### src/rtl/wb_arb_pkg.sv
// Shared types and the winner-selection helper for wb_arbiter.
// Define WB_ARB_FIXED_PRIORITY_EN to make m0 always win ties instead of round-robin.
package wb_arb_pkg;

  localparam int NUM_MASTERS = 2;

  typedef enum bit [1:0] {
    A_IDLE   = 2'd0,
    A_GRANT0 = 2'd1,
    A_GRANT1 = 2'd2
  } arb_state_t;

  // One-hot winner among the requesters; last is the index of the previous owner.
  function automatic logic [NUM_MASTERS-1:0] arb_pick(input logic [NUM_MASTERS-1:0] req,
                                                      input logic last);
`ifdef WB_ARB_FIXED_PRIORITY_EN
    arb_pick = {req[1] & ~req[0], req[0]} | {NUM_MASTERS{1'b0 & last}};
`else
    if (req == 2'b11) arb_pick = last ? 2'b01 : 2'b10;
    else              arb_pick = req;
`endif
  endfunction

endpackage

### src/rtl/if_wb.sv
// Pipelined Wishbone bundle. Data is split into dat_m (master to slave) and
// dat_s (slave to master) so users need no modport expressions.
interface if_wb #(
  parameter int AWIDTH = 32,
  parameter int DWIDTH = 32
);
  logic              cyc;
  logic              stb;
  logic              we;
  logic [AWIDTH-1:0] adr;
  logic [DWIDTH/8-1:0] sel;
  logic [DWIDTH-1:0] dat_m;
  logic [DWIDTH-1:0] dat_s;
  logic              ack;
  logic              stall;

  modport master (output cyc, stb, we, adr, sel, dat_m, input ack, stall, dat_s);
  modport slave  (input cyc, stb, we, adr, sel, dat_m, output ack, stall, dat_s);
endinterface

### src/rtl/wb_arbiter.sv
// Two-master Wishbone arbiter; grant is held for the winner's whole cyc.
// Tie policy is round-robin unless WB_ARB_FIXED_PRIORITY_EN is defined.
module wb_arbiter
  import wb_arb_pkg::*;
#(
  parameter int AWIDTH = 32,
  parameter int DWIDTH = 32
) (
  input  logic                   clk_i,
  input  logic                   rst_i,
  if_wb.slave                    m0,
  if_wb.slave                    m1,
  if_wb.master                   outbus,
  output logic [NUM_MASTERS-1:0] grant
);

  arb_state_t              state, state_nxt;
  logic                    last;
  logic [NUM_MASTERS-1:0]  pick;

  logic                    cyc_mux, stb_mux, we_mux;
  logic [AWIDTH-1:0]       adr_mux;
  logic [DWIDTH/8-1:0]     sel_mux;
  logic [DWIDTH-1:0]       dat_mux;

  always_ff @(posedge clk_i or negedge rst_i) begin
    if (!rst_i) begin
      state <= A_IDLE;
      last  <= 1'b1;
    end else begin
      state <= state_nxt;
      if (state == A_GRANT0 && !m0.cyc) last <= 1'b0;
      if (state == A_GRANT1 && !m1.cyc) last <= 1'b1;
    end
  end

  always_comb begin
    state_nxt = state;
    pick      = arb_pick({m1.cyc, m0.cyc}, last);
    case (state)
      A_IDLE: begin
        if (pick[0])      state_nxt = A_GRANT0;
        else if (pick[1]) state_nxt = A_GRANT1;
      end
      A_GRANT0: if (!m0.cyc) state_nxt = A_IDLE;
      A_GRANT1: if (!m1.cyc) state_nxt = A_IDLE;
      default:  state_nxt = A_IDLE;
    endcase
  end

  // Pure muxing off the registered owner; ack is also gated by the owner's
  // live cyc so an ack racing an abort is never forwarded.
  always_comb begin
    grant    = '0;
    cyc_mux  = 1'b0;
    stb_mux  = 1'b0;
    we_mux   = 1'b0;
    adr_mux  = '0;
    sel_mux  = '0;
    dat_mux  = '0;
    m0.ack   = 1'b0;
    m0.stall = 1'b1;
    m0.dat_s = '0;
    m1.ack   = 1'b0;
    m1.stall = 1'b1;
    m1.dat_s = '0;
    case (state)
      A_GRANT0: begin
        grant    = 2'b01;
        cyc_mux  = m0.cyc;
        stb_mux  = m0.stb;
        we_mux   = m0.we;
        adr_mux  = m0.adr;
        sel_mux  = m0.sel;
        dat_mux  = m0.dat_m;
        m0.ack   = outbus.ack & m0.cyc;
        m0.stall = outbus.stall;
        m0.dat_s = outbus.dat_s;
      end
      A_GRANT1: begin
        grant    = 2'b10;
        cyc_mux  = m1.cyc;
        stb_mux  = m1.stb;
        we_mux   = m1.we;
        adr_mux  = m1.adr;
        sel_mux  = m1.sel;
        dat_mux  = m1.dat_m;
        m1.ack   = outbus.ack & m1.cyc;
        m1.stall = outbus.stall;
        m1.dat_s = outbus.dat_s;
      end
      default: ;
    endcase
  end

  assign outbus.cyc   = cyc_mux;
  assign outbus.stb   = stb_mux;
  assign outbus.we    = we_mux;
  assign outbus.adr   = adr_mux;
  assign outbus.sel   = sel_mux;
  assign outbus.dat_m = dat_mux;

endmodule
### src/flat_wrapper.sv
// flat-port wrapper written by rule: the top's interface ports become plain ports
module wb_arbiter_flat import wb_arb_pkg::*;
#(
  parameter int AWIDTH = 32,
  parameter int DWIDTH = 32
)
  (clk_i, rst_i, grant, m0_cyc, m0_stb, m0_we, m0_adr, m0_sel, m0_dat_m, m0_ack, m0_stall, m0_dat_s, m1_cyc, m1_stb, m1_we, m1_adr, m1_sel, m1_dat_m, m1_ack, m1_stall, m1_dat_s, outbus_cyc, outbus_stb, outbus_we, outbus_adr, outbus_sel, outbus_dat_m, outbus_ack, outbus_stall, outbus_dat_s);
  if_wb #(.AWIDTH(AWIDTH), .DWIDTH(DWIDTH)) m0_i ();
  if_wb #(.AWIDTH(AWIDTH), .DWIDTH(DWIDTH)) m1_i ();
  if_wb #(.AWIDTH(AWIDTH), .DWIDTH(DWIDTH)) outbus_i ();
  input  logic clk_i;
  input  logic rst_i;
  output logic [NUM_MASTERS-1:0] grant;
  input wire logic [$bits(m0_i.cyc)-1:0] m0_cyc;
  input wire logic [$bits(m0_i.stb)-1:0] m0_stb;
  input wire logic [$bits(m0_i.we)-1:0] m0_we;
  input wire logic [$bits(m0_i.adr)-1:0] m0_adr;
  input wire logic [$bits(m0_i.sel)-1:0] m0_sel;
  input wire logic [$bits(m0_i.dat_m)-1:0] m0_dat_m;
  output wire logic [$bits(m0_i.ack)-1:0] m0_ack;
  output wire logic [$bits(m0_i.stall)-1:0] m0_stall;
  output wire logic [$bits(m0_i.dat_s)-1:0] m0_dat_s;
  input wire logic [$bits(m1_i.cyc)-1:0] m1_cyc;
  input wire logic [$bits(m1_i.stb)-1:0] m1_stb;
  input wire logic [$bits(m1_i.we)-1:0] m1_we;
  input wire logic [$bits(m1_i.adr)-1:0] m1_adr;
  input wire logic [$bits(m1_i.sel)-1:0] m1_sel;
  input wire logic [$bits(m1_i.dat_m)-1:0] m1_dat_m;
  output wire logic [$bits(m1_i.ack)-1:0] m1_ack;
  output wire logic [$bits(m1_i.stall)-1:0] m1_stall;
  output wire logic [$bits(m1_i.dat_s)-1:0] m1_dat_s;
  output wire logic [$bits(outbus_i.cyc)-1:0] outbus_cyc;
  output wire logic [$bits(outbus_i.stb)-1:0] outbus_stb;
  output wire logic [$bits(outbus_i.we)-1:0] outbus_we;
  output wire logic [$bits(outbus_i.adr)-1:0] outbus_adr;
  output wire logic [$bits(outbus_i.sel)-1:0] outbus_sel;
  output wire logic [$bits(outbus_i.dat_m)-1:0] outbus_dat_m;
  input wire logic [$bits(outbus_i.ack)-1:0] outbus_ack;
  input wire logic [$bits(outbus_i.stall)-1:0] outbus_stall;
  input wire logic [$bits(outbus_i.dat_s)-1:0] outbus_dat_s;
  assign m0_i.cyc = m0_cyc;
  assign m0_i.stb = m0_stb;
  assign m0_i.we = m0_we;
  assign m0_i.adr = m0_adr;
  assign m0_i.sel = m0_sel;
  assign m0_i.dat_m = m0_dat_m;
  assign m0_ack = m0_i.ack;
  assign m0_stall = m0_i.stall;
  assign m0_dat_s = m0_i.dat_s;
  assign m1_i.cyc = m1_cyc;
  assign m1_i.stb = m1_stb;
  assign m1_i.we = m1_we;
  assign m1_i.adr = m1_adr;
  assign m1_i.sel = m1_sel;
  assign m1_i.dat_m = m1_dat_m;
  assign m1_ack = m1_i.ack;
  assign m1_stall = m1_i.stall;
  assign m1_dat_s = m1_i.dat_s;
  assign outbus_cyc = outbus_i.cyc;
  assign outbus_stb = outbus_i.stb;
  assign outbus_we = outbus_i.we;
  assign outbus_adr = outbus_i.adr;
  assign outbus_sel = outbus_i.sel;
  assign outbus_dat_m = outbus_i.dat_m;
  assign outbus_i.ack = outbus_ack;
  assign outbus_i.stall = outbus_stall;
  assign outbus_i.dat_s = outbus_dat_s;
  wb_arbiter #(.AWIDTH(AWIDTH), .DWIDTH(DWIDTH)) u_core (.clk_i(clk_i), .rst_i(rst_i), .m0(m0_i), .m1(m1_i), .outbus(outbus_i), .grant(grant));
endmodule
### config.mk
export PLATFORM = sky130hd
export DESIGN_NAME = wb_arbiter_flat
export DESIGN_NICKNAME = d
export VERILOG_FILES = /design/src/rtl/wb_arb_pkg.sv /design/src/rtl/if_wb.sv /design/src/rtl/wb_arbiter.sv /design/src/flat_wrapper.sv
export SDC_FILE = /design/constraint.sdc
export NUM_CORES = 1
export LEC_CHECK = 0
export BUFFER_PORTS_ARGS = -buffer_cell sky130_fd_sc_hd__buf_2
export CAP_MARGIN = 15
export CORE_AREA = 2 2 123 125
export CTS_BUF_LIST = sky130_fd_sc_hd__clkbuf_4
export DETAILED_ROUTE_END_ITERATION = 10
export DIE_AREA = 0 0 125 127
export PLACE_DENSITY = 0.54
export SYNTH_ARGS = -nofsm -noshare
export SYNTH_HDL_FRONTEND = slang
export SYNTH_SLANG_ARGS = --single-unit
### constraint.sdc
create_clock -name clk_i -period 2 [get_ports clk_i]
set_input_delay 0.6 -clock clk_i [delete_from_list [all_inputs] [get_ports clk_i]]
set_output_delay 0.6 -clock clk_i [all_outputs]
set_load 0.005 [all_outputs]
==> results of run 1 <==
-- timing repair --
action,CTS,global route
hold buffers,0,0
gates cloned,7,6
resized for setup,60,47
endpoints found under the setup margin,130,140
setup buffers,3,8
pin swaps,2,9
endpoints found under the hold margin,0,0
-- through the flow --
step | hold WS [ns] | std cells | total power [uW]
2_1_floorplan | 0.3044 | 262 | 2288
3_3_place_gp | 0.4016 | 762 | 3903
3_5_place_dp | 0.4024 | 762 | 3902
4_1_cts | 0.1527 | 776 | 4860
5_1_grt | 0.1520 | 787 | 5891
6_report | 0.1598 | 787 | 5441
-- state kept, by name, indices dropped and copies added (netlist names) --
register,cells
u_core.state,2
u_core.last,1
-- worst max-delay path: cells and delay by family, from the launching register on --
kind	cells	cell delay [ns]
buffers and inverters	5	0.67
DFF	1	0.40
adders and majority gates	1	0.21
and+or+nand+nor	1	0.12
-- logic make-up (layout without fill, tap and decap cells) --
logic type / count (synthesis) / count (layout) / synth area share (%)
and+or+nand+nor: 141 / 141 / 45.89
AOI/OAI and AO/OA: 78 / 78 / 35.66
buffers and inverters: 36 / 377 / 11.91
adders and majority gates: 4 / 4 / 2.589
DFF: 3 / 3 / 3.949
-- synth_stat cells --
cell,n
a22oi_2,17
a21boi_0,1
inv_2,1
o21ai_1,1
o311ai_2,1
ha_1,4
inv_1,4
a22oi_4,1
dfstp_2,1
nor2b_1,69
dfrtp_1,2
clkbuf_2,6
buf_8,4
a32o_1,1
and3_1,2
nor2b_2,2
o21ai_0,1
clkbuf_1,7
nand2b_1,3
a22oi_1,53
o21ai_2,1
nand4_1,1
buf_6,4
and2_1,64
buf_2,10
a21oi_1,1
-- routing by layer --
layer	wire length (um)	share of wire, %	vias up
met2	6092	54	163
met4	43	0.38	0
met5	0	0	-
li1	-	-	1599
met3	758	6.7	4
met1	4467	39	1467
-- area by class of cell --
| type | count | area share, % |
|---|---|---|
| Multi-Input combinational cell | 223 | 40.90 |
| Timing Repair Buffer | 368 | 51.62 |
| Tap cell | 184 | 4.848 |
| Inverter | 5 | 0.3953 |
| Clock buffer | 4 | 0.6324 |
| Sequential cell | 3 | 1.607 |
-- power by group --
| group | switching, uW | total, uW | leakage (uW) | internal, uW |
|---|---|---|---|---|
| Sequential | 23.2 | 120 | 0.0000361 | 96.4 |
| Clock | 28.8 | 117 | 0.0000184 | 88.1 |
| Combinational | 2190 | 5200 | 0.00237 | 3010 |
| Total | 2240 | 5440 | 0.00243 | 3200 |
-- worst max-delay path by stage --
stage | slack, ns | from | cells after the start | endpoint
2_1_floorplan | 0.11 | u_core.state[0]$_DFFE_PN0P_ | 7 | outbus_sel[0]
6_report | -0.24 | u_core.state[1]$_DFFE_PN0P_ | 7 | m1_dat_s[29]
3_5_place_dp | -0.005 | u_core.state[1]$_DFFE_PN0P_ | 7 | m1_dat_s[21]
5_1_grt | -0.32 | u_core.state[0]$_DFFE_PN0P_ | 7 | outbus_dat_m[5]
4_1_cts | -0.25 | u_core.state[1]$_DFFE_PN0P_ | 7 | m1_dat_s[22]
3_3_place_gp | -0.0003 | u_core.state[1]$_DFFE_PN0P_ | 7 | m1_dat_s[21]
==> summary.txt, run 1 <==
Status
  • Outcome: finished, violations left
  • Violated checks: negative setup slack

Synth
  • Avg Cell Area, Syn: around 7.4 um2
  • Seq cells post-synth: 3
  • Synth Warn #: 0
  • Register area share after synthesis: 3.948%
  • Synth top area cells: nor2b_1, and2_1, a22oi_1
  • Synth area leader: nor2b_1
  • Gate Count Post-Synth: about 260
  • Post-synth top area share: 22.33%
  • Distinct cells, synth: 26
  • Syn nets: 444
  • Mapped cell area: 1933 um2

Global route
  • M1 GR Usage: 14.17%
  • Total GRT Usage: 11.97%
  • Met2 Use GR: around a quarter
  • Largest net degree at the start of global routing: 42
  • GRT overflow: 0
  • Layer with the highest usage: met2
  • Wire length of the first global-routing pass: between 15000 and 20000 um
  • Number of global-route vias before repair: 3028
  • Met3 GRT Util: 1.801%
  • Initial antenna violation count: 0

Timing
  • Max-slew headroom: between 80% and 90%
  • Final setup vio count: between 100 and 150
  • Final min period: 2.245 ns
  • Final Hold Fails: 0
  • Peak Freq: about 0.45 GHz
  • Final worst slack: -0.2449 ns
  • Max-slew violation count: 0
  • Final TNS setup: -22.40 ns
  • Tcrit/Tclk final: 112.2%
  • Slew at the pin closest to its max-slew limit: 0.2306 ns
  • RSZ-0062 raised after global routing: true
  • Layout Skew: 0.0002394 ns

Drt
  • TritonRoute pass-1 iters: 4
  • First DRT Iteration DRCs: 96
  • Avg WL per Cell: 14.44 um
  • # DRC: 0
  • Via-per-instance ratio: 4.108
  • Vias: 3233
  • Detailed Route WL: 11360 um
  • Antenna Nets Post-Route: 0

Clock tree
  • TritonCTS buffer count: 3
  • Clk sink count: 3
  • CTS root buffer: clkbuf_4
  • Clk_lat worst skew: between 0.2 and 0.25 ns
  • Clk pin slew, worst setup/hold paths: roughly 0.030 ns
  • H-tree Lvls: 1
  • CTS tree: done
  • Max Root-Sink Buffers: 2

Finish
  • Final instance area: 4748 um2
  • Share of layout cells above drive strength 1: 76.45%
  • FF/Latch Area: 76.32 um2
  • Net count, final: 786
  • Diode count: 0
  • Commonest non-fill, non-tap cell in the layout: buf_2
  • Synthesis-to-layout area growth: 145.6%
  • Final core utilization: 32.92%
  • Area of the multi-input gates: 1942 um2
  • Commonest non-fill, non-tap cells in the layout: buf_2, nor2b_1, a22oi_2, and2_1, buf_6
  • Fillers: ~1500

Critical path
  • Crit path largest cell delay: 0.40 ns
  • R2r startpoint: u_core.state[1]$_DFFE_PN0P_
  • CP required: about 1.4 ns
  • CP Capture Type: output pin
  • Critical Path AT: approximately 1.6 ns
  • Crit-path cells: buf_6 -> ha_4 -> buf_12 -> buf_12 -> buf_6 -> and2_1 -> buf_2
  • Worst setup SP type: flop
  • Slowest CP cell: dfrtp_1
  • Reg-to-reg endpoint: u_core.state[1]$_DFFE_PN0P_
  • Crit-path max FO: 8
  • Kind of critical path: reg -> out
  • Cells on worst reg2reg path: 6
  • R2r setup slk: 0.46 ns

Die
  • Num rows: between 40 and 50
  • Die Span X: between 100 and 150 um
  • Initial core utilization: 13.40%
  • Num ports: roughly 320
  • Die Area: 15880 um2
  • Vert. Die Dim: 127 um
  • Core area: 14420 um2

Placement
  • DPL Wire Length: 7927 um
  • PortBufs: 318
  • Place WS: -0.005365 ns
  • Post-DP Area: between 3000 and 4000 um2
  • GPL Wtd Cong: 0.7597

Hold path
  • Hold Crit Class: in -> async

Pwr
  • Maximum vdd drop: between 0.4 and 0.5 mV
  • Power Density: 1146 nW/um2
  • Leakage power: 0.002429 uW

Run
  • Max cap viols: 0
Note: power is estimated with default switching activity, not from simulation.
==> inputs of run 2 (changes only) <==
PLACE_DENSITY = default   (was 0.54)
PLACE_DENSITY_LB_ADDON = 0.25   (was default)
==> summary.txt, run 2 (same netlist as run 1, synthesis figures left out) <==
Status
  • Outcome: finished, violations left
  • Violated checks: negative setup slack

Critical path
  • Worst setup SP type: flop
  • CP top delay family: buffers and inverters
  • Crit-path max FO: 8 (unchanged)
  • Slowest CP cell: dfrtp_1
  • Crit path from: u_core.state[1]$_DFFE_PN0P_
  • Crit path largest cell delay: 0.39 ns (about the same)
  • CP Capture Type: output pin
  • Kind of critical path: reg -> out
  • Crit-path cells: buf_6 -> ha_4 -> buf_4 -> clkbuf_16 -> a22oi_2 -> nor2b_1 -> buf_2
  • Critical Path AT: 1.60 ns (-0.04 ns)
  • CP Buf/Inv Count: 4 (-1)
  • R2r startpoint: u_core.state[1]$_DFFE_PN0P_
  • CP required: 1.40 ns (about the same)

Drt
  • Via-per-instance ratio: 4.330 (+5.4%)
  • Avg WL per Cell: 15.76 um (+9.1%)
  • Vias: 3317 (+2.6%)
  • TritonRoute pass-1 iters: 4 (unchanged)
  • # DRC: 0 (unchanged)
  • Detailed Route WL: 12070 um (+6.2%)
  • Antenna Nets Post-Route: 0 (unchanged)
  • First DRT Iteration DRCs: 81 (-16%)

Timing
  • Final worst slack: -0.2003 ns (+0.04459 ns)
  • Hold Slack: 0.1559 ns (-0.003818 ns)
  • Tcrit/Tclk final: 110.0% (-2.2 points)
  • Slew at the pin closest to its max-slew limit: 0.2372 ns (+0.006580 ns)
  • Max-slew headroom: 84.18% (-0.41 points)
  • RSZ-0062 raised after global routing: true
  • Layout Skew: 0.007498 ns (+0.007259 ns)
  • Final min period: 2.200 ns (-0.04459 ns)
  • Peak Freq: 0.4545 GHz (+2.0%)
  • Max-slew violation count: 0 (unchanged)
  • Final setup vio count: 139 (+0.72%)
  • Final Hold Fails: 0 (unchanged)

Placement
  • GPL Wtd Cong: 0.8099 (+6.6%)
  • DPL Wire Length: 7960 um (+0.43%)
  • Place WS: 0.04800 ns (+0.05336 ns)
  • PortBufs: 318 (unchanged)

Run
  • Max cap viols: 0 (unchanged)

Global route
  • Initial antenna violation count: 1 (+1)
  • GRT overflow: 0 (unchanged)
  • Number of global-route vias before repair: 2996 (-1.1%)
  • Wire length of the first global-routing pass: 14550 um (-6.7%)
  • Total GRT Usage: 10.83% (-1.1 points)
  • Largest net degree at the start of global routing: 63 (+50%)

Finish
  • Synthesis-to-layout area growth: 133.8%
  • FF/Latch Area: 76.32 um2 (unchanged)
  • Area of the multi-input gates: 1842 um2 (-5.2%)
  • Max reg flops: 2 (unchanged)
  • Commonest non-fill, non-tap cell in the layout: buf_2
  • Share of layout cells above drive strength 1: 73.97% (-2.5 points)
  • Commonest non-fill, non-tap cells in the layout: buf_2, nor2b_1, a22oi_1, buf_6, a22oi_2
  • Biggest register: u_core.state
  • Fillers: 1514 (-1.4%)
  • Net count, final: 763 (-2.9%)
  • Top flop regs: u_core.state (2), u_core.last (1)

Clock tree
  • CTS root buffer: clkbuf_4
  • H-tree Lvls: 1 (unchanged)
  • Clk pin slew, worst setup/hold paths: 0.04 ns (about the same)
  • TritonCTS buffer count: 3 (unchanged)
  • CTS tree: done
  • Max Root-Sink Buffers: 2 (unchanged)
  • Clk sink count: 3 (unchanged)
  • CTS Hold Bufs: 0 (unchanged)
  • Clk_lat worst skew: 0.24 ns (about the same)

Pwr
  • Logic pwr share: 95.3% (-0.4 points)
  • Net Sw Frac: 43.08% (+1.9 points)
  • Leakage power: 0.002329 uW (-4.1%)
  • Maximum vdd drop: 0.6317 mV (+50%)
  • Register share of total power: 2.3% (about the same)
  • P_int: 2907 uW (-9.1%)
  • Power Density: 1130 nW/um2 (-1.4%)
  • Clock power frac: 2.4% (+0.3 points)
  • NetSw: 2200 uW (-1.9%)

Die
  • Num ports: 319 (unchanged)
  • Die Area: 15880 um2 (unchanged)
  • Vert. Die Dim: 127 um (unchanged)
  • Die Span X: 125 um (unchanged)
  • Num rows: 44 (unchanged)
  • Core area: 14420 um2 (unchanged)
  • Initial core utilization: 13.40% (unchanged)

Hold path
  • Hold Crit Class: in -> async
run 2: cell count changes in the layout (fill, tap and decap cells not counted), sizes merged:
cell,previous run,this run
diode,0,2
clkbuf,9,11
buf,362,338
bufbuf,1,0
run 2: timing repair:
item	in CTS	in global routing
pin swaps	0	29
gates resized for setup	9	95
setup buffers	0	5
setup endpoints to repair	137	139
gates cloned	1	12
run 2: path summary, 6_finish.rpt:
kind	to	slack (ns)	depth (start not counted)
max	outbus_adr[26]	-0.20	7
min	u_core.state[0]$_DFFE_PN0P_	0.16	1
max reg2reg	u_core.state[1]$_DFFE_PN0P_	0.38	7
min reg2reg	u_core.last$_DFFE_PN1P_	0.50	2
max in group asynchronous	u_core.last$_DFFE_PN1P_	1.64	1
min in group clk_i	u_core.last$_DFFE_PN1P_	0.50	2
run 2: per-layer routing:
| metal | up-vias | GRT usage, % | wire length (um) |
|---|---|---|---|
| li1 | 1556 | - | - |
| met1 | 1546 | 12.34 | 4602 |
| met2 | 199 | 21.32 | 6354 |
| met3 | 16 | 1.759 | 899 |
| met4 | 0 | 1.895 | 213 |
| met5 | - | 0 | 0 |
run 2: layout make-up:
type | count | area share [%]
Timing Repair Buffer | 345 | 51.27
Inverter | 5 | 0.4153
Antenna cell | 2 | 0.1107
Tap cell | 184 | 5.094
Sequential cell | 3 | 1.689
Clock buffer | 4 | 0.6645
Multi-Input combinational cell | 223 | 40.75
run 2: power groups by stage:
stage	logic, uW	registers [uW]	clock network [uW]
2_1_floorplan	2170	115	0
3_3_place_gp	3390	109	0
3_5_place_dp	3420	110	0
4_1_cts	3660	113	127
5_1_grt	5230	118	133
6_report	4870	116	123
run 2: per-stage QoR:
| step | cells | area (um2) | TNS, ns | utilization (%) | total power [uW] |
|---|---|---|---|---|---|
| finish | 766 | 4519 | -17.55 | 31.33 | 5107 |
| detailed placement | 742 | 3699 | 0 | 25.64 | 3532 |
| floorplan | 262 | 1933 | 0 | - | 2288 |
| global placement | 742 | 3699 | 0 | 25.64 | 3500 |
| global route | 765 | 4517 | -27.45 | 31.32 | 5482 |
| CTS | 747 | 3785 | -12.02 | 26.24 | 3896 |
